[src/rtl/hazard_pkg.sv]
// hazard_pkg: definitions shared by the pipeline hazard controller.
//   state_t  - sequencing FSM encoding (RUN, STALL, FREEZE)
//   REG_ZERO - architectural register $0; it never carries a dependency
package hazard_pkg;

  typedef enum logic [1:0] {
    RUN    = 2'd0,
    STALL  = 2'd1,
    FREEZE = 2'd2
  } state_t;

  localparam logic [4:0] REG_ZERO = 5'd0;

endpackage

[src/rtl/sat_counter.sv]
// sat_counter: up-counter that sticks at all-ones.
//   clk   - system clock
//   clear - synchronous clear (takes precedence over inc)
//   inc   - count this cycle
//   count - current value, CNT_W bits
module sat_counter #(
  parameter int CNT_W = 32
) (
  input  logic             clk,
  input  logic             clear,
  input  logic             inc,
  output logic [CNT_W-1:0] count
);

  always_ff @(posedge clk) begin
    if (clear) begin
      count <= '0;
    end else if (inc && (count != '1)) begin
      count <= count + 1'b1;
    end
  end

endmodule

[src/rtl/hazard_controller.sv]
// hazard_controller: pipeline sequencing for the 5-stage MIPS-style CPU.
// Inserts bubbles for hazards forwarding cannot cover (load-use, jr/jalr on a
// pending load), flushes on taken branches and jumps, freezes the back end
// while data memory is busy, and counts cycles in which the PC is held.
//   clk, reset               - clock, synchronous active-high reset
//   IF_ID_Rs/Rt, ID_uses_Rt  - source registers of the instruction in ID
//   ID_JumpReg, ID_Jump      - jr/jalr resp. j/jal in ID
//   ID_EX_*                  - load flag, write flag, destination of EX instr
//   EX_MEM_*                 - load flag and destination of MEM instr
//   EX_Branch_taken          - branch resolved taken in EX
//   mem_busy                 - data memory not ready this cycle
//   PC_Write, IF_ID_Write    - front-end enables
//   IF_ID_Flush, ID_EX_Flush - turn the register into a nop/bubble
//   Pipe_Freeze              - hold ID/EX, EX/MEM and MEM/WB
//   stall_cycles             - saturating count of cycles with PC_Write=0
import hazard_pkg::*;

module hazard_controller #(
  parameter int CNT_W = 32
) (
  input  logic             clk,
  input  logic             reset,
  input  logic [4:0]       IF_ID_Rs,
  input  logic [4:0]       IF_ID_Rt,
  input  logic             ID_uses_Rt,
  input  logic             ID_JumpReg,
  input  logic             ID_Jump,
  input  logic             ID_EX_MemRead,
  input  logic             ID_EX_RegWrite,
  input  logic [4:0]       ID_EX_Write_register,
  input  logic             EX_MEM_MemRead,
  input  logic [4:0]       EX_MEM_Write_register,
  input  logic             EX_Branch_taken,
  input  logic             mem_busy,
  output logic             PC_Write,
  output logic             IF_ID_Write,
  output logic             IF_ID_Flush,
  output logic             ID_EX_Flush,
  output logic             Pipe_Freeze,
  output logic [CNT_W-1:0] stall_cycles
);

  state_t     state, state_nxt, eff_state;
  logic [1:0] cnt, cnt_nxt, saved_cnt, saved_nxt, eff_cnt;
  logic       ex_hit_rs, ex_hit_rt, load_use, jr_ld_ex, jr_ld_mem, bubble;

  // ALU results reach jr through forwarding, so a plain register write in EX
  // never causes a stall on its own.
  logic unused_regwrite;
  assign unused_regwrite = ID_EX_RegWrite;

  assign ex_hit_rs = (ID_EX_Write_register != REG_ZERO) &&
                     (ID_EX_Write_register == IF_ID_Rs);
  assign ex_hit_rt = (ID_EX_Write_register != REG_ZERO) && ID_uses_Rt &&
                     (ID_EX_Write_register == IF_ID_Rt);
  assign load_use  = ID_EX_MemRead && (ex_hit_rs || ex_hit_rt);
  assign jr_ld_ex  = ID_JumpReg && ID_EX_MemRead && ex_hit_rs;
  assign jr_ld_mem = ID_JumpReg && EX_MEM_MemRead &&
                     (EX_MEM_Write_register != REG_ZERO) &&
                     (EX_MEM_Write_register == IF_ID_Rs);

  always_comb begin
    // While frozen, the cycle in which mem_busy drops is evaluated as if we
    // were already back in the interrupted state, so no extra cycle is lost.
    eff_state = state;
    eff_cnt   = cnt;
    if (state == FREEZE) begin
      eff_cnt   = saved_cnt;
      eff_state = (saved_cnt != 2'd0) ? STALL : RUN;
    end

    PC_Write    = 1'b1;
    IF_ID_Write = 1'b1;
    IF_ID_Flush = 1'b0;
    ID_EX_Flush = 1'b0;
    Pipe_Freeze = 1'b0;
    bubble      = 1'b0;
    state_nxt   = RUN;
    cnt_nxt     = 2'd0;
    saved_nxt   = 2'd0;

    if (mem_busy) begin
      PC_Write    = 1'b0;
      IF_ID_Write = 1'b0;
      Pipe_Freeze = 1'b1;
      state_nxt   = FREEZE;
      cnt_nxt     = cnt;
      saved_nxt   = (eff_state == STALL) ? eff_cnt : 2'd0;
    end else if (EX_Branch_taken) begin
      // Wrong-path instructions in IF and ID are squashed; pending stall dies.
      IF_ID_Flush = 1'b1;
      ID_EX_Flush = 1'b1;
    end else if (eff_state == STALL) begin
      bubble    = 1'b1;
      cnt_nxt   = eff_cnt - 2'd1;
      state_nxt = (eff_cnt == 2'd1) ? RUN : STALL;
    end else if (jr_ld_ex) begin
      // Load data reaches jr only after MEM: bubble now plus one more.
      bubble    = 1'b1;
      state_nxt = STALL;
      cnt_nxt   = 2'd1;
    end else if (jr_ld_mem || load_use) begin
      bubble = 1'b1;
    end

    if (bubble) begin
      PC_Write    = 1'b0;
      IF_ID_Write = 1'b0;
      ID_EX_Flush = 1'b1;
    end

    if (ID_Jump && !mem_busy && !bubble) begin
      IF_ID_Flush = 1'b1;
    end

    if (reset) begin
      PC_Write    = 1'b0;
      IF_ID_Write = 1'b0;
      IF_ID_Flush = 1'b1;
      ID_EX_Flush = 1'b1;
      Pipe_Freeze = 1'b0;
    end
  end

  always_ff @(posedge clk) begin
    if (reset) begin
      state     <= RUN;
      cnt       <= 2'd0;
      saved_cnt <= 2'd0;
    end else begin
      state     <= state_nxt;
      cnt       <= cnt_nxt;
      saved_cnt <= saved_nxt;
    end
  end

  sat_counter #(.CNT_W(CNT_W)) u_stall_cnt (
    .clk   (clk),
    .clear (reset),
    .inc   (!PC_Write),
    .count (stall_cycles)
  );

endmodule

[config.mk]
export PLATFORM = sky130hd
export DESIGN_NAME = hazard_controller
export DESIGN_NICKNAME = d
export VERILOG_FILES = /design/src/rtl/hazard_pkg.sv /design/src/rtl/sat_counter.sv /design/src/rtl/hazard_controller.sv
export SDC_FILE = /design/constraint.sdc
export NUM_CORES = 1
export LEC_CHECK = 0
export CAP_MARGIN = 0
export CORE_MARGIN = 10
export CORE_UTILIZATION = 50
export CTS_BUF_LIST = sky130_fd_sc_hd__clkbuf_16
export DETAILED_ROUTE_END_ITERATION = 10
export PLACE_DENSITY = 0.84
export SYNTH_ARGS = -nofsm -noshare
export SYNTH_HDL_FRONTEND = slang
export SYNTH_SLANG_ARGS = --single-unit
[constraint.sdc]
create_clock -name clk -period 5.94 [get_ports clk]
set_input_delay 0.891 -clock clk [delete_from_list [all_inputs] [get_ports clk]]
set_output_delay 0.891 -clock clk [all_outputs]
set_load 0.005 [all_outputs]
==> results of run 1 <==
## critical path: stages
cell             delay [ps]
clkdlybuf4s50_1         460
xor2_1                  180
nor4_1                  300
nand3_1                 150
a21o_1                  230
a21oi_4                 390
nor2_1                  130
clkdlybuf4s50_1         470
## cell type report
type	instances	area (um^2)
Clock buffer	5	125
Clock inverter	3	12.5
Fill cell	340	1140
Inverter	5	18.8
Multi-Input combinational cell	201	1300
Sequential cell	38	761
Tap cell	50	62.6
Timing Repair Buffer	66	658
## sequential cells by signal, summed over array words and instances (netlist names)
name and cells:
saved_cnt 2, state 2, u_stall_cnt.count 32, cnt 2
## synth_stat cells (all sizes together) (8+ instances only)
| cell | n |
|---|---|
| a21oi | 20 |
| and3 | 9 |
| clkbuf | 8 |
| dfxtp | 38 |
| nand2 | 14 |
| nor2 | 28 |
| nor3 | 8 |
| o21ai | 11 |
| or3 | 9 |
| xor2 | 23 |
## metal layers
metal,vias up,share of wire,track usage
met5,-,0,0
met4,0,0.013,0.0509
met3,10,0.079,0.0568
met2,72,0.45,0.258
met1,1024,0.46,0.198
li1,1057,-,-
## kinds of logic (layout without fill, tap and decap cells)
| group | Yosys count | count (layout) | share of synthesized area |
|---|---|---|---|
| AOI/OAI and AO/OA | 58 | 58 | 0.181 |
| xor gates and xnor gates | 30 | 30 | 0.122 |
| adders and majority gates | 2 | 2 | 0.0116 |
| buffers and inverters | 19 | 79 | 0.0413 |
| DFF | 38 | 38 | 0.353 |
| muxes | 3 | 3 | 0.0151 |
| and+or+nand+nor | 108 | 108 | 0.276 |
## through the flow
| stage | instances | setup slack (ps) | instance area, um^2 |
|---|---|---|---|
| floorplan | 258 | 2770 | 2150 |
| global placement | 360 | 1840 | 2800 |
| detailed placement | 360 | 1830 | 2800 |
| CTS | 368 | 1830 | 2940 |
| global route | 368 | 1690 | 2940 |
| finish | 368 | 1830 | 2940 |
## report_power, final
group | total, mW | internal, mW | switching [mW]
clock | 0.250 | 0.152 | 0.0985
combinational | 0.0626 | 0.0348 | 0.0278
sequential | 0.260 | 0.257 | 0.00249
## how the worst max path moves through the flow
stage | start | end | slack, ps | cells after the start
5_1_grt | ID_EX_Write_register[3] | PC_Write | 1690 | 8
4_1_cts | ID_EX_Write_register[0] | IF_ID_Flush | 1830 | 8
2_1_floorplan | ID_EX_Write_register[0] | PC_Write | 2770 | 7
6_report | ID_EX_Write_register[3] | PC_Write | 1830 | 8
3_3_place_gp | ID_EX_Write_register[0] | PC_Write | 1840 | 8
3_5_place_dp | ID_EX_Write_register[0] | IF_ID_Flush | 1830 | 8
==> flow_summary.yaml, run 1 <==
yosys:
  synth-edff-count: 0
  async_flop_share: 0
  syn_nets: 290
  synth_cell_type_count: 47
  netlist.area_leader.share: 0.353
  synth_seq_cells: 38
  synth-main-ff-cell: "dfxtp_1"
  synth.avg_cell_area_um2: 8.35
  synthCells: 258
  synth_area_leaders: "dfxtp_1, xor2_1, nor2_1, a21oi_1, xnor2_1"
  yosysSeqAreaShare: 0.353
  syn-cell-area_um2: 2150
  yosys_warnings: 0
  synth_top_area_cell: "dfxtp_1"
global_routing:
  grt_usage: 0.162
  antenna_found_initial: 0
  grt_pass1_wl_um: 9960
  grt-ovfl-total: 0
  grt_pass1_vias: 2088
  grt_max_degree: 40
sta:
  whs_ps: 464
  finalHoldViolations: 0
  drv_slew: 0
  fmax_mhz: 244
  setup_viol: 0
  finalCritPeriodShare: 0.691
  setup_tns_ps: 0
  period_minus_slack_ps: 4110
  fin_skew_ps: 1.94
  slew-limit-headroom: 0.498
  tightest_slew_ps: 753
  rsz0062_at_grt: "no"
setup_path:
  cp.arrival_ps: 3220
  reg2reg_from: "u_stall_cnt.count[0]"
  worstPathRequired_ps: 5050
  start_kind: "input port"
  rr_worst_depth: 8
  r2r_end: "u_stall_cnt.count[27]"
  end_kind: "primary output"
  worstPathMaxFanout: 16
  critPathKind: "in -> out"
  reg2reg_slack_ps: 2920
cts:
  cts_buffers: 5
  htree_levels: 2
  cts.sinks: 38
  cts-root-buf: "clkbuf_16"
  path_clk_slew_ps: 50
  clock_latency_ps: 280
  cts_post_setup_buffers_inserted: 0
  cts_tree: "built"
  post_cts_resized: 0
  cts_buffer_depth: 2
  cts_hold_buf: 0
outcome:
  outcome: "complete, no violations"
hold_path:
  hp-start: "cnt[0]"
  hold_class: "reg -> reg"
  holdPathEnd: "cnt[0]"
  hold_depth: 2
drt:
  post-route-drc-count: 0
  vias: 2163
  drt_iter0_markers: 113
  viasPerCell: 5.88
  drtAntennaViolNets: 0
  finalWirelength_um: 5950
  drt_first_pass_iters: 4
  wl_per_cell_um: 16.2
power_and_ir_drop:
  leakage_nw: 1.01
  total_power_mw: 0.573
  ir_drop_mv: 0.173
  power_density_nw_per_um2: 195
finish:
  final_nets: 349
  layout_commonest_cell: "clkdlybuf4s50_1"
  drive_gt1_frac: 0.0472
  final_cell_mix: "clkdlybuf4s50_1, dfxtp_1, nor2_1"
  fin_util: 0.720
  diodes: 0
  synthToLayoutAreaGrowth_pct: 36.6
floorplan:
  initial_core_util: 0.527
  io_pins: 67
  die_h_um: 85.6
  fp.dieW_um: 85.6
  row_count: 23
  dieArea_um2: 7330
  design.core.area_um2: 4090
placed_design:
  dp_hpwl_um: 4350
  numPortBuffers: 65
  gp_congestion: 0.835
job:
  maxCapViolations: 0
Power figures use the tool's default switching activity.
==> inputs of run 2 (changes only) <==
Settings changed: CORE_UTILIZATION 50 to 42, PLACE_DENSITY 0.84 to 0.75.
Clock period 5.94 ns to 3.7 ns, I/O delays scaled along.
==> flow_summary.yaml, run 2 (synthesis results as in run 1) <==
cts:
  clock_latency_ps: 280
  cts_buffers: 5
  htree_levels: 2
  cts_post_setup_buffers_inserted: 0
  cts_buffer_depth: 2
  cts_hold_buf: 0
  cts.sinks: 38
  post_cts_resized: 0
  path_clk_slew_ps: 50
  cts-root-buf: "clkbuf_16"
  cts_tree: "built"
global_routing:
  grt-ovfl-total: 0
  grt_pass1_wl_um: 10200
  grt_pass1_vias: 2108
  grt_usage: 0.145
  antenna_found_initial: 0
  grt_max_degree: 39
finish:
  fin_area_um2: 2980
  fin_util: 0.591
  regMostFlops: "u_stall_cnt.count"
  num-fill-cells: 477
  largest_reg_flops: 32
  diodes: 0
  stdcell_count: 389
  synthToLayoutAreaGrowth_pct: 38.4
  final_nets: 352
  drive_gt1_frac: 0.0533
  final_cell_mix: "clkdlybuf4s50_1, dfxtp_1, nor2_1"
  layout_commonest_cell: "clkdlybuf4s50_1"
sta:
  period_minus_slack_ps: 3430
  setup_viol: 0
  rsz0062_at_grt: "no"
  whs_ps: 467
  fmax_mhz: 292
  slew-limit-headroom: 0.517
  finalHoldViolations: 0
  drv_slew: 0
  finalCritPeriodShare: 0.927
  worst_slack_ps: 271
  setup_tns_ps: 0
  fin_skew_ps: 3.71
  tightest_slew_ps: 718
power_and_ir_drop:
  power_density_nw_per_um2: 305
  leakage_nw: 1.02
  total_power_mw: 0.908
  ir_drop_mv: 0.239
setup_path:
  cp.arrival_ps: 2870
  path_depth: 8
  start_kind: "input port"
  critPathLaunch: "ID_EX_Write_register[0]"
  worstPathRequired_ps: 3140
  cp_top_family: "buffers and inverters"
  slowest_delay_ps: 550
  rr_worst_depth: 8
  crit_chain: "clkdlybuf4s50_1 -> or4_1 -> o21ai_1 -> a21o_1 -> and2_1 -> a21oi_1 -> o21bai_1 -> clkdlybuf4s50_1"
  reg2reg_slack_ps: 820
  crit_buf_inv: 2
  end_kind: "primary output"
  r2r_end: "u_stall_cnt.count[27]"
  crit_path_frequent_cell: "clkdlybuf4s50_1"
  worstPathMaxFanout: 3
  critPathKind: "in -> out"
  critPathCapture: "IF_ID_Flush"
  cp_slowest_cell: "or4_1"
  reg2reg_from: "u_stall_cnt.count[0]"
hold_path:
  hold_depth: 2
  hold_class: "reg -> reg"
placed_design:
  post-place-ws_ps: 279
  numPortBuffers: 65
  placed_cell_area_um2: 2850
  dp_hpwl_um: 4480
  place_inst: 383
  gp_congestion: 0.796
floorplan:
  die_h_um: 91.6
  design.core.area_um2: 5040
  dieArea_um2: 8390
  fp.dieW_um: 91.6
  io_pins: 67
  initial_core_util: 0.427
  row_count: 26
drt:
  post-route-drc-count: 0
  viasPerCell: 5.46
  finalWirelength_um: 6030
  vias: 2124
  drt_first_pass_iters: 4
  drt_iter0_markers: 115
  wl_per_cell_um: 15.5
  drtAntennaViolNets: 0
job:
  maxCapViolations: 0
outcome:
  outcome: "complete, no violations"
run 2: layer usage:
layer  track usage  routed length, um  up-vias
met5             0                  0        -
met4        0.0431                 78        0
met3        0.0486                387        9
met2         0.224               2610       74
met1         0.187               2960      980
li1              -                  -     1061
run 2: worst reg2reg max path, cell delays in order (launching register included):
cell	delay, ps
dfxtp_1	390
ha_1	220
nand4_2	180
nor4_4	380
nand2_1	180
or3_1	650
o21ai_2	320
nor4_1	120
mux2_1	320
run 2: worst min path at each step:
stage / from / end
floorplan: cnt[0] / cnt[0]
global placement: cnt[0] / cnt[0]
detailed placement: cnt[0] / cnt[0]
CTS: cnt[0] / cnt[0]
global route: cnt[0] / cnt[0]
finish: cnt[0] / cnt[0]
run 2: layout make-up:
type	instances	area, um^2	area share
Tap cell	70	87.6	0.0294
Clock buffer	5	125	0.0420
Inverter	5	18.8	0.00630
Sequential cell	38	761	0.255
Timing Repair Buffer	69	681	0.228
Clock inverter	1	3.75	0.00126
Multi-Input combinational cell	201	1300	0.437
run 2: power by group:
part,internal (mW),switching (mW),total [mW]
clock network,0.239,0.148,0.387
registers,0.414,0.00415,0.418
logic,0.0576,0.0457,0.103
==> inputs of run 3 (changes only) <==
Settings changed: RECOVER_POWER set to 50.
==> flow_summary.yaml, run 3 (synthesis results as in run 1) <==
outcome:
  outcome: "complete, no violations"
cts:
  cts_buffers: 5
  cts-root-buf: "clkbuf_16"
  cts_buffer_depth: 2
  cts_post_setup_buffers_inserted: 0
  clock_latency_ps: 280
  cts_hold_buf: 0
  cts.sinks: 38
  htree_levels: 2
  cts_tree: "built"
  path_clk_slew_ps: 50
  post_cts_resized: 0
job:
  maxCapViolations: 0
setup_path:
  worstPathMaxFanout: 3
  worstPathRequired_ps: 3140
  critPathKind: "in -> out"
  reg2reg_slack_ps: 820
  end_kind: "primary output"
  start_kind: "input port"
  cp.arrival_ps: 2870
  r2r_end: "u_stall_cnt.count[27]"
  reg2reg_from: "u_stall_cnt.count[0]"
  rr_worst_depth: 8
power_and_ir_drop:
  pwr-share-clk: 0.427
  p_seq_frac: 0.460
  power_density_nw_per_um2: 304
  ir_drop_mv: 0.239
  p_comb_frac: 0.112
  power_switching_mw: 0.198
  leakage_nw: 1.13
  p_int_mw: 0.709
  swShare: 0.219
hold_path:
  hold_class: "reg -> reg"
  hold_depth: 2
  holdPathEnd: "cnt[0]"
  hp-start: "cnt[0]"
finish:
  largest_reg_flops: 32
  drive_gt1_frac: 0.0502
  regMostFlops: "u_stall_cnt.count"
  diodes: 0
  final_nets: 352
  layout_commonest_cell: "dfxtp_1"
  num-fill-cells: 477
  fin_util: 0.591
  fin_area_um2: 2980
  final_cell_mix: "dfxtp_1, dlygate4sd3_1, clkdlybuf4s50_1"
  synthToLayoutAreaGrowth_pct: 38.4
sta:
  whs_ps: 467
  slew-limit-headroom: 0.512
  rsz0062_at_grt: "no"
  setup_viol: 0
  fmax_mhz: 292
  fin_skew_ps: 3.75
  finalHoldViolations: 0
  drv_slew: 0
  setup_tns_ps: 0
  finalCritPeriodShare: 0.926
  tightest_slew_ps: 726
  period_minus_slack_ps: 3420
global_routing:
  grt_pass1_wl_um: 10200
  grt_max_degree: 39
  grt_pass1_vias: 2108
  grt-ovfl-total: 0
  antenna_found_initial: 0
  grt_usage: 0.145
drt:
  drt_first_pass_iters: 4
  wl_per_cell_um: 15.4
  finalWirelength_um: 6000
  viasPerCell: 5.50
  drt_iter0_markers: 104
  vias: 2141
  drtAntennaViolNets: 0
  post-route-drc-count: 0
floorplan:
  design.core.area_um2: 5040
  initial_core_util: 0.427
  row_count: 26
  io_pins: 67
  fp.dieW_um: 91.6
  die_h_um: 91.6
  dieArea_um2: 8390
placed_design:
  numPortBuffers: 65
  placed_cell_area_um2: 2850
  dp_hpwl_um: 4480
  gp_congestion: 0.796
==> run 3: cell types whose count changed in the layout (fill, tap and decap cells not counted) <==
cell             delta
mux2_2              -1
dlygate4sd3_1      +33
mux2_1              +1
clkdlybuf4s50_1    -33
==> run 3: layout make-up <==
type	instances	area, um^2	share of cell area
Clock buffer	5	125	0.0420
Clock inverter	1	3.75	0.00126
Multi-Input combinational cell	201	1300	0.437
Tap cell	70	87.6	0.0294
Sequential cell	38	761	0.255
Timing Repair Buffer	69	681	0.228
Inverter	5	18.8	0.00630
==> run 3: worst max-delay path by stage <==
stage	from	to	slack, ps	depth (start not counted)
after floorplan	ID_EX_Write_register[0]	PC_Write	1200	7
after global placement	ID_EX_Write_register[0]	IF_ID_Flush	300	8
after detailed placement	ID_EX_Write_register[0]	IF_ID_Flush	280	8
after CTS	ID_EX_Write_register[0]	IF_ID_Flush	280	8
after global routing	ID_EX_Write_register[0]	IF_ID_Flush	80	8
final	ID_EX_Write_register[0]	IF_ID_Flush	280	8
==> run 3: power by group through the flow <==
stage / Clock [mW] / Sequential, mW / Combinational, mW
after detailed placement: 0 / 0.426 / 0.104
after floorplan: 0 / 0.426 / 0.0464
after global routing: 0.413 / 0.418 / 0.112
after CTS: 0.396 / 0.418 / 0.104
after global placement: 0 / 0.426 / 0.102
final: 0.387 / 0.418 / 0.102
==> run 3: critical path: stages <==
cell and delay [ps]:
clkdlybuf4s50_1 490, or4_1 550, o21ai_1 230, a21o_1 170
and2_1 150, a21oi_1 70, o21bai_1 130, clkdlybuf4s50_1 530
==> run 3: stage by stage <==
stage          worst slack [ps]  std cells  power (mW)
3_3_place_gp                305        383       0.528
3_5_place_dp                279        383       0.530
4_1_cts                     284        389       0.918
2_1_floorplan              1200        258       0.472
6_report                    275        389       0.907
5_1_grt                    81.3        389       0.943
==> run 3: metal layers <==
layer / vias to the layer above / wire length, um / global-route usage
met5: - / 0 / 0
met4: 0 / 78 / 0.0431
met3: 9 / 407 / 0.0486
met2: 72 / 2610 / 0.224
met1: 996 / 2900 / 0.187
li1: 1064 / - / -
